`config.mk`:
```
export PLATFORM = sky130hd
export DESIGN_NAME = rgb_pwm_periph
export DESIGN_NICKNAME = d
export VERILOG_FILES = /design/src/rtl/necpu_pkg.sv /design/src/rtl/pwm_channel.sv /design/src/rtl/rgb_pwm_periph.sv
export SDC_FILE = /design/constraint.sdc
export NUM_CORES = 1
export LEC_CHECK = 0
export ABC_AREA = 1
export CAP_MARGIN = 20
export CORE_UTILIZATION = 53
export DETAILED_ROUTE_END_ITERATION = 12
export PLACE_DENSITY = 0.76
export SLEW_MARGIN = 20
export SYNTH_ARGS = -nofsm -noshare
export SYNTH_HDL_FRONTEND = slang
export SYNTH_SLANG_ARGS = --single-unit
```
`constraint.sdc`:
```
create_clock -name clk -period 1.4 [get_ports clk]
set_input_delay 0.42 -clock clk [delete_from_list [all_inputs] [get_ports clk]]
set_output_delay 0.42 -clock clk [all_outputs]
set_load 0.01 [all_outputs]
```
`src/rtl/necpu_pkg.sv`:
```
// Shared definitions for NECPU bus peripherals: register offsets, CTRL bit
// positions and LED polarity.
package necpu_pkg;

  // Register offsets relative to the peripheral base address
  localparam logic [2:0] OFF_CTRL   = 3'd0;
  localparam logic [2:0] OFF_DUTY_R = 3'd1;
  localparam logic [2:0] OFF_DUTY_G = 3'd2;
  localparam logic [2:0] OFF_DUTY_B = 3'd3;
  localparam logic [2:0] OFF_PRESC  = 3'd4;
  localparam logic [2:0] OFF_LAST   = OFF_PRESC;

  // Sticky period-wrap flag position in CTRL
  localparam int WRAP_BIT = 7;

  // LED pins are active-low, so a high level means dark
  localparam logic LED_OFF = 1'b1;

  // Channel enables as they sit in CTRL[2:0]: R is bit 2, B is bit 0
  typedef struct packed {
    logic r;
    logic g;
    logic b;
  } rgb_en_t;

endpackage

```
`src/rtl/pwm_channel.sv`:
```
// One PWM colour channel: double-buffered duty register, compare against the
// shared period counter and a registered active-low LED drive.
module pwm_channel
  import necpu_pkg::*;
(
  input  logic       clk,
  input  logic       rst,
  input  logic       shadow_we,
  input  logic [7:0] shadow_din,
  input  logic       load,
  input  logic       enable,
  input  logic [7:0] cnt,
  output logic [7:0] shadow_q,
  output logic       led_n
);

  logic [7:0] active_duty;
  logic       on;

  // Lit while enabled and the counter is still below the active duty
  assign on = enable && (cnt < active_duty);

  // Shadow takes CPU writes; active only changes at a period boundary, and a
  // write landing on the boundary cycle is not seen until the next one
  always_ff @(posedge clk or negedge rst) begin
    if (!rst) begin
      shadow_q    <= 8'h00;
      active_duty <= 8'h00;
    end else begin
      if (shadow_we) shadow_q <= shadow_din;
      if (load)      active_duty <= shadow_q;
    end
  end

  // Registered active-low pin drive
  always_ff @(posedge clk or negedge rst) begin
    if (!rst) led_n <= LED_OFF;
    else      led_n <= ~on;
  end

endmodule

```
`src/rtl/rgb_pwm_periph.sv`:
```
// Memory-mapped RGB LED PWM controller for the NECPU bus: register decode,
// prescaler, shared period counter, sticky WRAP flag and read-data register.
module rgb_pwm_periph
  import necpu_pkg::*;
#(
  parameter logic [7:0] BASE_ADDR = 8'd128,
  parameter int         PRESC_W   = 8
) (
  input  logic       clk,
  input  logic       rst,
  input  logic       write,
  input  logic       read,
  input  logic [7:0] address,
  input  logic [7:0] din,
  output logic [7:0] dout,
  output logic       led_R,
  output logic       led_G,
  output logic       led_B
);

  logic [8:0]         offset9;
  logic [2:0]         off;
  logic               mapped;
  logic               wr_en;
  logic               rd_en;
  logic               we_ctrl;
  logic               we_presc;
  logic               rd_ctrl;
  rgb_en_t            ctrl_en;
  logic [PRESC_W-1:0] presc;
  logic [PRESC_W-1:0] presc_cnt;
  logic [7:0]         cnt;
  logic               wrap;
  logic               tick;
  logic               boundary;
  logic [7:0]         rd_data;
  logic [7:0]         shadow_r;
  logic [7:0]         shadow_g;
  logic [7:0]         shadow_b;

  // A 9-bit subtraction makes addresses below the base wrap to large values,
  // so one compare covers both ends of the window
  assign offset9 = {1'b0, address} - {1'b0, BASE_ADDR};
  assign mapped  = (offset9 <= {6'd0, OFF_LAST});
  assign off     = offset9[2:0];

  // A write wins over a simultaneous read; the read is dropped entirely
  assign wr_en    = write && mapped;
  assign rd_en    = read && !write && mapped;
  assign we_ctrl  = wr_en && (off == OFF_CTRL);
  assign we_presc = wr_en && (off == OFF_PRESC);
  assign rd_ctrl  = rd_en && (off == OFF_CTRL);

  assign tick     = (presc_cnt == presc);
  assign boundary = tick && (cnt == 8'hFF);

  // CTRL enables and the prescaler divisor
  always_ff @(posedge clk or negedge rst) begin
    if (!rst) begin
      ctrl_en <= '0;
      presc   <= '0;
    end else begin
      if (we_ctrl)  ctrl_en <= rgb_en_t'(din[2:0]);
      if (we_presc) presc   <= PRESC_W'(din);
    end
  end

  // Prescaler counts 0..presc; rewriting the divisor restarts the count
  always_ff @(posedge clk or negedge rst) begin
    if (!rst)          presc_cnt <= '0;
    else if (we_presc) presc_cnt <= '0;
    else if (tick)     presc_cnt <= '0;
    else               presc_cnt <= presc_cnt + 1'b1;
  end

  // Free-running 8-bit period counter, wrapping 255 -> 0
  always_ff @(posedge clk or negedge rst) begin
    if (!rst)      cnt <= 8'h00;
    else if (tick) cnt <= cnt + 8'd1;
  end

  // Sticky WRAP: a boundary sets it and beats a coincident CTRL read
  always_ff @(posedge clk or negedge rst) begin
    if (!rst)          wrap <= 1'b0;
    else if (boundary) wrap <= 1'b1;
    else if (rd_ctrl)  wrap <= 1'b0;
  end

  // Read mux over the current (pre-update) register values
  always_comb begin
    rd_data = 8'h00;
    unique case (off)
      OFF_CTRL: begin
        rd_data[WRAP_BIT] = wrap;
        rd_data[2:0]      = ctrl_en;
      end
      OFF_DUTY_R: rd_data = shadow_r;
      OFF_DUTY_G: rd_data = shadow_g;
      OFF_DUTY_B: rd_data = shadow_b;
      OFF_PRESC:  rd_data = 8'(presc);
      default:    rd_data = 8'h00;
    endcase
  end

  // Read data is valid only in the cycle after an accepted read
  always_ff @(posedge clk or negedge rst) begin
    if (!rst)       dout <= 8'h00;
    else if (rd_en) dout <= rd_data;
    else            dout <= 8'h00;
  end

  pwm_channel u_ch_r (
    .clk        (clk),
    .rst        (rst),
    .shadow_we  (wr_en && (off == OFF_DUTY_R)),
    .shadow_din (din),
    .load       (boundary),
    .enable     (ctrl_en.r),
    .cnt        (cnt),
    .shadow_q   (shadow_r),
    .led_n      (led_R)
  );

  pwm_channel u_ch_g (
    .clk        (clk),
    .rst        (rst),
    .shadow_we  (wr_en && (off == OFF_DUTY_G)),
    .shadow_din (din),
    .load       (boundary),
    .enable     (ctrl_en.g),
    .cnt        (cnt),
    .shadow_q   (shadow_g),
    .led_n      (led_G)
  );

  pwm_channel u_ch_b (
    .clk        (clk),
    .rst        (rst),
    .shadow_we  (wr_en && (off == OFF_DUTY_B)),
    .shadow_din (din),
    .load       (boundary),
    .enable     (ctrl_en.b),
    .cnt        (cnt),
    .shadow_q   (shadow_b),
    .led_n      (led_B)
  );

endmodule

```
==> impl_metrics.toml <==
[sta]
skew_ps = 15.9
timing.fmax_ghz = 0.636
drv_slew = 0
finalCriticalPeriod_ps = 1570
finalSetupViolations = 40
maxSlewHeadroom_pct = 79.5
holdWs_ps = 443
tightest_slew_ps = 308
setup-tns-final_ps = -2490
rsz0062_at_grt = "yes"
post-route-period-util_pct = 112
setup_ws_ps = -173
hold_viol_final = 0

[global_routing]
grt_pass1_wl_mm = 21.6
grt_pass1_vias = 4382
gr-total-overflow = 0
grt_max_degree = 47
grt.total_usage_pct = 32.0
grt_antenna_before_repair = 0

[critical_path]
r2r-end = "u_ch_r.active_duty[6]$_DFFE_PN0P_"
end_kind = "register"
path_buf_inv = 1
crit_family = "simple AND/OR/NAND/NOR gates"
arrival_ps = 1820
critPathMaxStageDelay_ps = 470
reg2reg_slack_ps = -170
worst_ep_required_time_ps = 1640
reg2reg_depth = 6
reg2reg_from = "cnt[5]$_DFFE_PN0P_"
crit_type = "reg -> reg"
critPathLaunchType = "register"
crit_fanout = 8
cp_common_cell = "nand2_1"
cp_slowest_cell = "dfrtp_2"
path_cells = "nand2_1 -> nor3_4 -> buf_12 -> nand3_4 -> nand2_2 -> nand2_1"

[power]
p_switching_w = 0.00319
p_sw_share_pct = 36.7
intPower_w = 0.00550
peakVddDrop_mv = 0.767
p_per_area_nw_per_um2 = 1320
clkPwrFrac_pct = 22.9
sequentialPowerShare_pct = 33.7
power_frac_comb_pct = 43.5
total_power_w = 0.00869
power.leakage_nw = 3.23

[placed_design]
port_buffers = 30
gp_congestion = 0.918
dp_hpwl_mm = 8.60
dpl_worst_slack_ps = -647
place_area_um2 = 5480

[synthesis]
synth_area_per_cell_um2 = 8.18
syn_nets = 607
synth.distinct_cells = 30
ys.flop_type = "dfrtp_1"
yosysWarningCount = 0
syn_area_um2 = 4610
synthCells = 564
async_reset_ff_share_pct = 100
synth_edf_count = 0
ys_seq_area_share_pct = 47.3
ys_ff_latch = 87

[drt]
vias = 4721
dr.pass1.iters = 6
drt-vias-per-instance = 5.97
drtIter0Drc = 430
drc = 0
drt-total-wl_mm = 15.6
wl_per_cell_um = 19.7
drtAntennaViolNets = 0

[min_path]
hold_class = "in -> async"

[run_status]
violations = "setup timing"
status = "finished with violations"

[cells_and_area]
antennaDiodeCount = 0
drive_gt1_share_pct = 32.5
fillers = 457
nets = 724
stdcell_area_um2 = 6590
syn_to_final_growth_pct = 42.9

[die]
ios = 31
initial_core_util_pct = 55.6
coreArea_um2 = 8300
die_area_um2 = 9080
rows = 33
die_w_um = 95.3
die_h_um = 95.3

[clock_network]
cts_buffers = 9
ctsLongestPathBuffers = 2
cts-htree-levels = 3
clk_transition_reported_paths_ps = 100
clkLatencyLatePin_ps = 370
cts_sinks = 87
cts_tree = "done"
cts-root-buf = "clkbuf_8"

[flow_run]
cap_viol_max_count = 0
## synthesized netlist by cell type (5+ instances only)
| library cell | n | area [µm²] |
|---|---|---|
| inv_1 | 44 | 165 |
| a21oi_1 | 9 | 45.0 |
| dfrtp_1 | 84 | 2100 |
| nand2_1 | 218 | 818 |
| buf_2 | 7 | 35.0 |
| nand4_1 | 27 | 169 |
| buf_6 | 5 | 56.3 |
| buf_4 | 8 | 60.1 |
| nor2_1 | 33 | 124 |
| o21ai_0 | 8 | 40.0 |
| xnor2_1 | 10 | 87.6 |
| nand3_1 | 49 | 245 |
| ha_1 | 23 | 288 |
## layout by cell type, fill, tap and decap left out, drive strengths merged, types with 3 or more instances in the layout
cell	count
nand2	222
buf	94
dfrtp	84
nand3	54
inv	48
nor2	39
nand4	28
ha	23
clkbuf	20
o21ai	12
xnor2	10
clkdlybuf4s50	10
a21oi	9
nor3	6
clkdlybuf4s15	4
xor2	3
a211oi	3
dfstp	3
## per-layer routing
layer,GRT usage (%),up-vias,wire length (µm)
met4,14.0,0,665
met1,39.2,2257,5840
li1,-,2069,-
met5,0,-,0
met2,55.5,320,7760
met3,4.94,75,1360
## final cells by class
class                   instances  area, µm²  area share, %
inverters                      46        173           2.62
well taps                     105        131           1.99
flip-flops and latches         87       2190           33.2
repair buffers                122       1320           20.0
multi-input cells             415       2560           38.8
clock buffers                   9        124           1.88
clock inverters                 7       95.1           1.44
## through the flow
stage | cells | utilization [%]
2_1_floorplan | 564 | -
6_report | 791 | 79.4
3_3_place_gp | 741 | 66.0
5_1_grt | 791 | 79.4
4_1_cts | 783 | 75.7
3_5_place_dp | 741 | 66.0
## state kept, by name, indices dropped and copies added (netlist names)
name                count
cnt                     8
dout                    8
presc                   8
presc_cnt               8
u_ch_b.active_duty      8
u_ch_b.shadow_q         8
u_ch_g.active_duty      8
u_ch_g.shadow_q         8
u_ch_r.active_duty      8
u_ch_r.shadow_q         8
ctrl_en                 3
u_ch_b.led_n            1
u_ch_g.led_n            1
u_ch_r.led_n            1
wrap                    1
## how the worst max path moves through the flow
stage	from	slack [ps]	endpoint	depth (start not counted)
final	cnt[5]$_DFFE_PN0P_	-170	u_ch_r.active_duty[6]$_DFFE_PN0P_	6
after global routing	cnt[5]$_DFFE_PN0P_	-200	u_ch_r.active_duty[6]$_DFFE_PN0P_	6
after CTS	cnt[1]$_DFFE_PN0P_	-70	u_ch_g.active_duty[0]$_DFFE_PN0P_	7
after detailed placement	address[6]	-650	u_ch_r.shadow_q[7]$_DFFE_PN0P_	8
after global placement	address[3]	-590	u_ch_r.shadow_q[7]$_DFFE_PN0P_	8
after floorplan	address[3]	-5	u_ch_b.shadow_q[0]$_DFFE_PN0P_	8
## logic make-up (layout without fill, tap and decap cells)
family / count (synthesis) / count (layout) / synth area share, %
flops: 87 / 87 / 47.3
simple gates: 349 / 353 / 33.9
fa+ha+maj: 23 / 23 / 6.24
xor+xnor: 13 / 13 / 2.47
compound gates: 26 / 26 / 3.09
buf+inv: 66 / 184 / 7.02
## worst register-to-register path, delay by kind of cell, from the launching register on
family | cells | cell delay, ps
buffers and inverters | 1 | 190
flip-flops | 1 | 470
AND/OR/NAND/NOR | 5 | 800
## power by group through the flow
| stage | sequential [W] | combinational (W) | clock, W |
|---|---|---|---|
| finish | 0.00293 | 0.00378 | 0.00199 |
| global route | 0.00295 | 0.00402 | 0.00209 |
| CTS | 0.00293 | 0.00313 | 0.00198 |
| detailed placement | 0.00297 | 0.00258 | 0 |
| global placement | 0.00296 | 0.00250 | 0 |
| floorplan | 0.00295 | 0.00145 | 0 |
## repair_timing
| action | CTS | global route |
|---|---|---|
| hold buffers | 1 | 0 |
| gates cloned | 6 | 3 |
| pin swaps | 40 | 36 |
| resized for setup | 111 | 77 |
| buffers inserted | 19 | 5 |
| setup endpoints to repair | 98 | 84 |
| endpoints found under the hold margin | 12 | 0 |
(Power assumes the default switching activity.)
==> RTL edit, RTL diff (config.mk and constraints unchanged) <==
Reset style: synchronous (`rst`), changed in 7 clocked blocks.
--- a/src/rtl/pwm_channel.sv
+++ b/src/rtl/pwm_channel.sv
@@ -24,3 +24,3 @@
   // write landing on the boundary cycle is not seen until the next one
-  always_ff @(posedge clk or negedge rst) begin
+  always_ff @(posedge clk) begin
     if (!rst) begin
@@ -35,3 +35,3 @@
   // Registered active-low pin drive
-  always_ff @(posedge clk or negedge rst) begin
+  always_ff @(posedge clk) begin
     if (!rst) led_n <= LED_OFF;
--- a/src/rtl/rgb_pwm_periph.sv
+++ b/src/rtl/rgb_pwm_periph.sv
@@ -57,3 +57,3 @@
   // CTRL enables and the prescaler divisor
-  always_ff @(posedge clk or negedge rst) begin
+  always_ff @(posedge clk) begin
     if (!rst) begin
@@ -68,3 +68,3 @@
   // Prescaler counts 0..presc; rewriting the divisor restarts the count
-  always_ff @(posedge clk or negedge rst) begin
+  always_ff @(posedge clk) begin
     if (!rst)          presc_cnt <= '0;
@@ -76,3 +76,3 @@
   // Free-running 8-bit period counter, wrapping 255 -> 0
-  always_ff @(posedge clk or negedge rst) begin
+  always_ff @(posedge clk) begin
     if (!rst)      cnt <= 8'h00;
@@ -82,3 +82,3 @@
   // Sticky WRAP: a boundary sets it and beats a coincident CTRL read
-  always_ff @(posedge clk or negedge rst) begin
+  always_ff @(posedge clk) begin
     if (!rst)          wrap <= 1'b0;
@@ -105,3 +105,3 @@
   // Read data is valid only in the cycle after an accepted read
-  always_ff @(posedge clk or negedge rst) begin
+  always_ff @(posedge clk) begin
     if (!rst)       dout <= 8'h00;
Behaviour: differs if rst is asserted again (counterexample within 4 cycles, from zero or initial values and one cycle with rst low); with rst held inactive, the same outputs for 10 cycles.
==> RTL edit against the original RTL <==
The run still ends with negative setup slack left. Sequential cell count unchanged. Via count is 2.3% higher. Die area down 4.5%. Setup slack improved by 11 ps. Area after synthesis is 4.6% lower. Routed wire length fell by 6.4%. Maximum frequency up 0.69%. Critical path depth up 4. Cell area fell by 4.5%.
Power is not compared: it rests on default switching activity, and its combinational part moved more than twofold at a synthesized area within 25%.
==> RTL edit: results <==
critical_path:
  crit_path_max_incr_delay_ps: 390
  rr_startpoint: "presc_cnt[1]"
  crit_fanout: 5
  reg2reg_depth: 10
  worst_ep_arrival_time_ps: 1860
  cp_top_family: "simple AND/OR/NAND/NOR gates"
  crit_slowest_cell: "dfxtp_4"
synthesis:
  synthesis.nets: 654
  async_reset_ff_frac: 0
  synth_warnings: 0
  ys_types: 33
  yosysSeqAreaShare: 0.396
  synthTopCellsByArea: "dfxtp_1, nand2_1, nor2_1"
  synth_common_cells: "nand2_1, nor2_1, dfxtp_1, inv_1, a21oi_1"
route:
  drt-wirelength-per-cell_um: 17.3
  drt_iter0_drc: 337
  dr.pass1.iters: 5
  viasPerCell: 5.73
layout:
  nNetsFinal: 779
  drive_gt1_frac: 0.351
  diodes: 0
place:
  gp_congestion: 0.905
  port_buffers: 30
  dp_slack_ps: -598
  postPlaceCellArea_um2: 5300
  place_hpwl_um: 8580
cts:
  root_buffer: "clkbuf_8"
  cts_max_path_buffers: 2
  cts_buffers: 9
  clk_latency_ps: 370
timing:
  slew-limit-headroom: 0.773
  finalSetupViolations: 35
  fin_ws_ps: -162
  skew_ps: 12.4
worst_hold_path:
  hold-path-cell-count: 1
  hold_path_class: "flop to flop"
  hold_start: "ctrl_en[2]"
status:
  violations: "negative setup slack"
  status: "finished, violations left"
global_route:
  grt_pass1_vias: 4405
  grt_max_degree: 32
  grt_pass1_wl_um: 20800
  gr-usage-all-layers: 0.308
pwr:
  ir_drop_uv: 552
-- RTL edit: cell count changes after synthesis, moves of 6 or more --
cell	unedited run	this run
nand4_1	27	6
nand3_1	49	30
nor3_1	2	8
nand2_1	218	144
o22ai_1	0	15
nor2_1	33	92
xnor2_1	10	4
inv_1	44	71
dfxtp_1	0	87
a21oi_1	9	51
dfrtp_1	84	0
inv_2	2	10
-- RTL edit: what timing repair did --
| action | CTS | global route |
|---|---|---|
| gates resized for setup | 70 | 107 |
| pin swaps | 16 | 49 |
| endpoints found under the setup margin | 97 | 81 |
| buffers inserted | 13 | 12 |
| cloned | 5 | 4 |
-- RTL edit: layer usage --
| layer | routed length, µm | global-route usage | vias to the layer above |
|---|---|---|---|
| li1 | - | - | 2218 |
| met1 | 5370 | 0.362 | 2261 |
| met2 | 7390 | 0.557 | 269 |
| met3 | 1040 | 0.0472 | 83 |
| met4 | 810 | 0.126 | 0 |
| met5 | 0 | 0 | - |
-- RTL edit: worst reg2reg max path, delay by kind of cell, from the launching register on --
| family | cells | cell delay, ps |
|---|---|---|
| compound gates | 1 | 160 |
| buf+inv | 3 | 370 |
| flops | 1 | 390 |
| simple gates | 6 | 590 |
-- RTL edit: area by class of cell --
cell class                      count  area [µm²]
Tap cell                          102         128
Clock buffer                        9         124
Fill cell                         466        1600
Sequential cell                    87        1770
Inverter                           82         312
Multi-Input combinational cell    428        2690
Clock inverter                      7        77.6
Timing Repair Buffer              128        1190
-- RTL edit: logic make-up after synthesis --
family,after synthesis,share of synthesized area
AOI/OAI and AO/OA,83,0.101
xor gates and xnor gates,12,0.0239
adders and majority gates,23,0.0654
buffers and inverters,100,0.0998
DFF,87,0.396
and+or+nand+nor,306,0.314
-- RTL edit: stage by stage --
stage	power, mW	cells	hold WS, ps	TNS, ps
after global routing	4.97	843	466	-5360
after detailed placement	2.94	795	431	-36790
after global placement	2.93	795	428	-33200
after CTS	4.72	829	442	-2380
after floorplan	2.72	611	390	-646
final	4.83	843	451	-2750
-- RTL edit: final timing paths --
| path | to | slack [ps] |
|---|---|---|
| worst max register to register | u_ch_b.active_duty[7] | -160 |
| worst min-delay path | u_ch_r.led_n | 450 |
| worst min register to register | u_ch_r.led_n | 450 |
| worst max-delay path | u_ch_b.active_duty[7] | -160 |
-- RTL edit: power breakdown --
part	total [mW]	internal [mW]	switching (mW)	leakage [nW]
logic	0.507	0.234	0.273	1.85
registers	2.49	2.48	0.0125	0.712
clock network	1.83	0.844	0.986	0.101
